`src/rtl/serial_add_sequencer.sv`:
```
`default_nettype none
// =====================================================================================
// serial_add_sequencer: valid/ready operand buffer, load/wait/capture FSM for the
// bit-serial adder. SEQ_FIFO_EN selects a DEPTH-entry FIFO over a single register.
// Rev 1.0
// =====================================================================================
module serial_add_sequencer #(
  parameter int N           = 4,
  parameter int DEPTH       = 4,
  parameter int WAIT_CYCLES = 2*N+6
) (
  input  logic         clk,
  input  logic         rst,
  input  logic         in_valid,
  output logic         in_ready,
  input  logic [N-1:0] in_a,
  input  logic [N-1:0] in_b,
  output logic [N-1:0] add_a,
  output logic [N-1:0] add_b,
  output logic         add_load,
  input  logic [N-1:0] add_sum,
  input  logic         add_cout,
  output logic         out_valid,
  input  logic         out_ready,
  output logic [N-1:0] out_sum,
  output logic         out_cout
);

  localparam int CW = (WAIT_CYCLES > 1) ? $clog2(WAIT_CYCLES) : 1;
  localparam logic [CW-1:0] LAST = CW'(WAIT_CYCLES - 1);

  typedef enum logic [2:0] {
    S_IDLE    = 3'd0,
    S_LOAD    = 3'd1,
    S_WAIT    = 3'd2,
    S_CAPTURE = 3'd3,
    S_HOLD    = 3'd4
  } state_t;

  state_t        state;
  logic [CW-1:0] cnt;
  logic          buf_empty;
  logic          push;
  logic          pop;
  logic [N-1:0]  head_a;
  logic [N-1:0]  head_b;

  assign push = in_valid && in_ready;
  assign pop  = (state == S_IDLE) && !buf_empty;

`ifdef SEQ_FIFO_EN
  localparam int AW   = (DEPTH > 1) ? $clog2(DEPTH) : 1;
  localparam int CNTW = AW + 1;

  logic [N-1:0]    mem_a [DEPTH];
  logic [N-1:0]    mem_b [DEPTH];
  logic [AW-1:0]   wr_ptr;
  logic [AW-1:0]   rd_ptr;
  logic [CNTW-1:0] count;

  assign buf_empty = (count == '0);
  assign in_ready  = (count != CNTW'(DEPTH));
  assign head_a    = mem_a[rd_ptr];
  assign head_b    = mem_b[rd_ptr];

  always_ff @(posedge clk or posedge rst) begin
    if (rst) begin
      wr_ptr <= '0;
      rd_ptr <= '0;
      count  <= '0;
      for (int i = 0; i < DEPTH; i++) begin
        mem_a[i] <= '0;
        mem_b[i] <= '0;
      end
    end else begin
      if (push) begin
        mem_a[wr_ptr] <= in_a;
        mem_b[wr_ptr] <= in_b;
        wr_ptr        <= wr_ptr + AW'(1);
      end
      if (pop) rd_ptr <= rd_ptr + AW'(1);
      case ({push, pop})
        2'b10:   count <= count + CNTW'(1);
        2'b01:   count <= count - CNTW'(1);
        default: ;
      endcase
    end
  end
`else
  logic         hold_valid;
  logic [N-1:0] hold_a;
  logic [N-1:0] hold_b;

  // An occupied register in IDLE is popped on this edge, so it can take a new pair too.
  assign in_ready  = !hold_valid || (state == S_IDLE);
  assign buf_empty = !hold_valid;
  assign head_a    = hold_a;
  assign head_b    = hold_b;

  always_ff @(posedge clk or posedge rst) begin
    if (rst) begin
      hold_valid <= 1'b0;
      hold_a     <= '0;
      hold_b     <= '0;
    end else if (push) begin
      hold_valid <= 1'b1;
      hold_a     <= in_a;
      hold_b     <= in_b;
    end else if (pop) begin
      hold_valid <= 1'b0;
    end
  end
`endif

  always_ff @(posedge clk or posedge rst) begin
    if (rst) begin
      state     <= S_IDLE;
      cnt       <= '0;
      add_a     <= '0;
      add_b     <= '0;
      add_load  <= 1'b0;
      out_valid <= 1'b0;
      out_sum   <= '0;
      out_cout  <= 1'b0;
    end else begin
      case (state)
        S_IDLE: begin
          if (pop) begin
            add_a    <= head_a;
            add_b    <= head_b;
            add_load <= 1'b1;
            state    <= S_LOAD;
          end
        end
        S_LOAD: begin
          add_load <= 1'b0;
          cnt      <= '0;
          state    <= S_WAIT;
        end
        S_WAIT: begin
          if (cnt == LAST) state <= S_CAPTURE;
          else             cnt   <= cnt + CW'(1);
        end
        S_CAPTURE: begin
          out_sum   <= add_sum;
          out_cout  <= add_cout;
          out_valid <= 1'b1;
          state     <= S_HOLD;
        end
        S_HOLD: begin
          if (out_ready) begin
            out_valid <= 1'b0;
            state     <= S_IDLE;
          end
        end
        default: state <= S_IDLE;
      endcase
    end
  end

endmodule
`default_nettype wire

```
`config.mk`:
```
export PLATFORM = sky130hd
export DESIGN_NAME = serial_add_sequencer
export DESIGN_NICKNAME = d
export VERILOG_FILES = /design/src/rtl/serial_add_sequencer.sv
export SDC_FILE = /design/constraint.sdc
export NUM_CORES = 1
export LEC_CHECK = 0
export CAP_MARGIN = 0
export CELL_PAD_IN_SITES_DETAIL_PLACEMENT = 0
export CELL_PAD_IN_SITES_GLOBAL_PLACEMENT = 1
export CORE_AREA = 2 2 73 61
export DETAILED_ROUTE_END_ITERATION = 8
export DIE_AREA = 0 0 75 63
export PLACE_DENSITY_LB_ADDON = 0.08
export SKIP_LAST_GASP = 1
export SYNTH_ARGS = -nofsm -noshare
export SYNTH_HDL_FRONTEND = slang
export SYNTH_SLANG_ARGS = --single-unit
export TNS_END_PERCENT = 50
```
`constraint.sdc`:
```
create_clock -name clk -period 1.4 [get_ports clk]
set_input_delay 0.21 -clock clk [delete_from_list [all_inputs] [get_ports clk]]
set_output_delay 0.21 -clock clk [all_outputs]
set_load 0.01 [all_outputs]
```
==> impl_metrics.py <==
metrics = {
    "outcome": {
        "outcome": "complete, but fails checks",
        "violations": "negative setup slack",
    },
    "synthesis": {
        "syn-mean-instance-area_um2": 13.5,
        "yosysWarningCount": 0,
        "ys_async_sr_fraction_pct": 100,
        "synth-main-ff-cell": "dfrtp_1",
        "ys_ff_latch": 31,
        "yosysSeqAreaShare_pct": 57.4,
        "syn_nets": 119,
        "syn_inst": 100,
        "yosysUniqueCellTypes": 30,
        "synth_edf_count": 0,
        "netlist_area_mm2": 0.00135,
    },
    "floorplanning": {
        "die_height_um": 63,
        "initial_core_util_pct": 33.6,
        "fp-row-count": 21,
        "dieArea_mm2": 0.00473,
        "num_io_pins": 33,
        "core-area_mm2": 0.00402,
        "die_x_um": 75,
    },
    "clocking": {
        "cts_setup_buffers": 0,
        "cts_buffers": 5,
        "clock_sinks": 31,
        "cts_hold_buf": 0,
        "clkLatencyLatePin_ns": 0.27,
        "path_clk_slew_ns": 0.06,
        "cts_tree": "done",
        "root_buffer": "clkbuf_8",
        "cts_buffer_depth": 2,
        "htree_levels": 2,
    },
    "global_routing": {
        "grt.overflow.total": 0,
        "grt_max_degree": 23,
        "grt_usage_pct": 13.3,
        "grt_pass1_wl_um": 4770,
        "antenna_found_initial": 0,
        "grt_pass1_vias": 1078,
    },
    "timing": {
        "final.period_utilization_pct": 103,
        "slew_violations": 0,
        "finalSetupViolCount": 10,
        "skew_ns": 0.00290,
        "rsz0062_at_grt": "yes",
        "finalWorstSetupSlack_ns": -0.0457,
        "slew_headroom_pct": 81.5,
        "worstMarginPinSlew_ns": 0.278,
        "hold_viol": 0,
        "max_freq_mhz": 692,
        "fin_crit_ns": 1.45,
        "setup_tns_ns": -0.250,
    },
    "route": {
        "wirelength_um": 2770,
        "drt_iter0_drc": 39,
        "via_count": 965,
        "vias_per_cell": 4.57,
        "ant_nets": 0,
        "post_drt_wl_per_cell_um": 13.1,
        "drc": 0,
        "first_pass_iters": 4,
    },
    "critical_path": {
        "r2r_slack_ns": -0.05,
        "cp_data_required_time_ns": 1.56,
        "reg2regPathDepth": 5,
        "crit_type": "flip-flop to flip-flop",
        "cp_max_fo": 2,
        "crit_path_end_kind": "flip-flop",
        "reg2reg_to": "cnt[1]",
        "critPathLaunchType": "flip-flop",
        "arrival_ns": 1.61,
        "r2r-start": "cnt[1]",
    },
    "placement": {
        "place_ws_ns": -0.0684,
        "io_buffer_count": 32,
        "gp_congestion": 0.792,
        "place_hpwl_um": 1940,
        "place_inst": 203,
    },
    "power": {
        "peakVddDrop_v": 0.00101,
        "leakage_uw": 0.000906,
        "finalPower_uw": 4920,
        "powerDensity_mw_per_mm2": 2410,
    },
    "cells_and_area": {
        "finalNetCount": 172,
        "multi_input_comb_area_um2": 612,
        "final_util_pct": 50.8,
        "seq_area_um2": 779,
        "stdcell_count": 211,
        "antenna_cells": 0,
        "drive_gt1_share_pct": 37.7,
        "syn_to_final_growth_pct": 51.1,
        "fillers": 370,
    },
    "hold_path": {
        "hp-class": "input port to asynchronous set/reset pin",
    },
    "job": {
        "drv_cap": 0,
    },
}
placed cells by master, fill, tap and decap left out, drive strengths merged:
cell type,Yosys,final
and2b,1,1
or3,1,1
nor2,5,5
nand2b,1,1
a311oi,1,1
a311o,1,1
nor3,1,1
o31ai,1,1
dfrtp,31,31
ha,2,2
buf,3,19
xnor2,1,1
nor4b,1,1
nor2b,1,1
a21oi,5,5
and4,2,2
a41oi,1,1
nand2,4,4
and4b,1,1
a32o,1,1
nand3b,1,1
and3,1,1
dlymetal6s2s,0,1
o21ai,4,4
a22o,2,2
mux2,21,21
clkbuf,1,8
clkdlybuf4s50,0,30
a211oi,2,2
inv,3,3
flip-flops by register name, indices dropped and copies added (netlist names):
signal,count
head_b,4
out_valid,1
cnt,4
out_sum,4
add_a,4
state,3
add_b,4
out_cout,1
hold_valid,1
head_a,4
add_load,1
power breakdown:
part,total (µW),switching (µW),internal [µW]
clock,752,304,448
combinational,2520,967,1560
sequential,1640,301,1340
total,4920,1570,3350
how the worst max path moves through the flow:
stage	start	slack [ns]	cells after the start	to
after floorplan	cnt[1]	-0.03	5	cnt[1]
after global placement	state[0]	-0.06	4	cnt[1]
after detailed placement	state[0]	-0.07	4	cnt[1]
after CTS	cnt[1]	-0.06	6	cnt[3]
after global routing	state[0]	-0.1	4	add_a[3]
final	cnt[1]	-0.05	5	cnt[1]
repair_timing:
| item | 4_1_cts | 5_1_grt |
|---|---|---|
| pin swaps | 1 | 7 |
| gates resized for setup | 18 | 9 |
| setup endpoints to repair | 28 | 38 |
per-layer routing:
metal	up-vias	track usage (%)	wire length [µm]	part of all wire, %
met5	-	0	0	0
met2	30	19.2	1290	47
met3	2	5.16	195	7.0
met1	467	17.3	1260	45
met4	0	6.47	27	0.97
li1	466	-	-	-
worst max-delay path: stages, from the launching register on:
cell and delay (ns):
dfrtp_1 0.35, inv_1 0.05, ha_2 0.19, and4b_1 0.19, or3_4 0.34, a22o_1 0.22
Yosys cell counts (2+ instances only):
cell / count / area share, %
a21oi_1: 5 / 1.9
and4_1: 2 / 1.3
o21ai_0: 4 / 1.5
mux2_2: 21 / 18
a22o_1: 2 / 1.3
dfrtp_1: 31 / 57
nor2_1: 5 / 1.4
a211oi_1: 2 / 1.1
ha_1: 2 / 1.9
inv_1: 3 / 0.83
buf_2: 2 / 0.74
nand2_1: 3 / 0.83
per-stage QoR:
| stage | hold slack, ns | instance area (µm²) |
|---|---|---|
| finish | 0.234 | 2040 |
| global route | 0.287 | 2040 |
| CTS | 0.229 | 2010 |
| detailed placement | 0.492 | 1860 |
| global placement | 0.481 | 1860 |
| floorplan | 0.313 | 1360 |
logic make-up (layout without fill, tap and decap cells):
| kind of cell | count (synthesis) | count (layout) | synth area share, % |
|---|---|---|---|
| flops | 31 | 31 | 57.4 |
| mux | 21 | 21 | 17.5 |
| simple gates | 20 | 20 | 9.82 |
| compound gates | 18 | 18 | 10.1 |
| buf+inv | 7 | 61 | 2.68 |
| fa+ha+maj | 2 | 2 | 1.85 |
| xor+xnor | 1 | 1 | 0.648 |
layout make-up:
class	instances	area share, %
Clock buffer	8	4.90
Sequential cell	31	38.2
Tap cell	57	3.49
Multi-Input combinational cell	62	30.0
Timing Repair Buffer	50	22.9
Inverter	3	0.551
No activity file was read; power rests on OpenSTA's default activity.
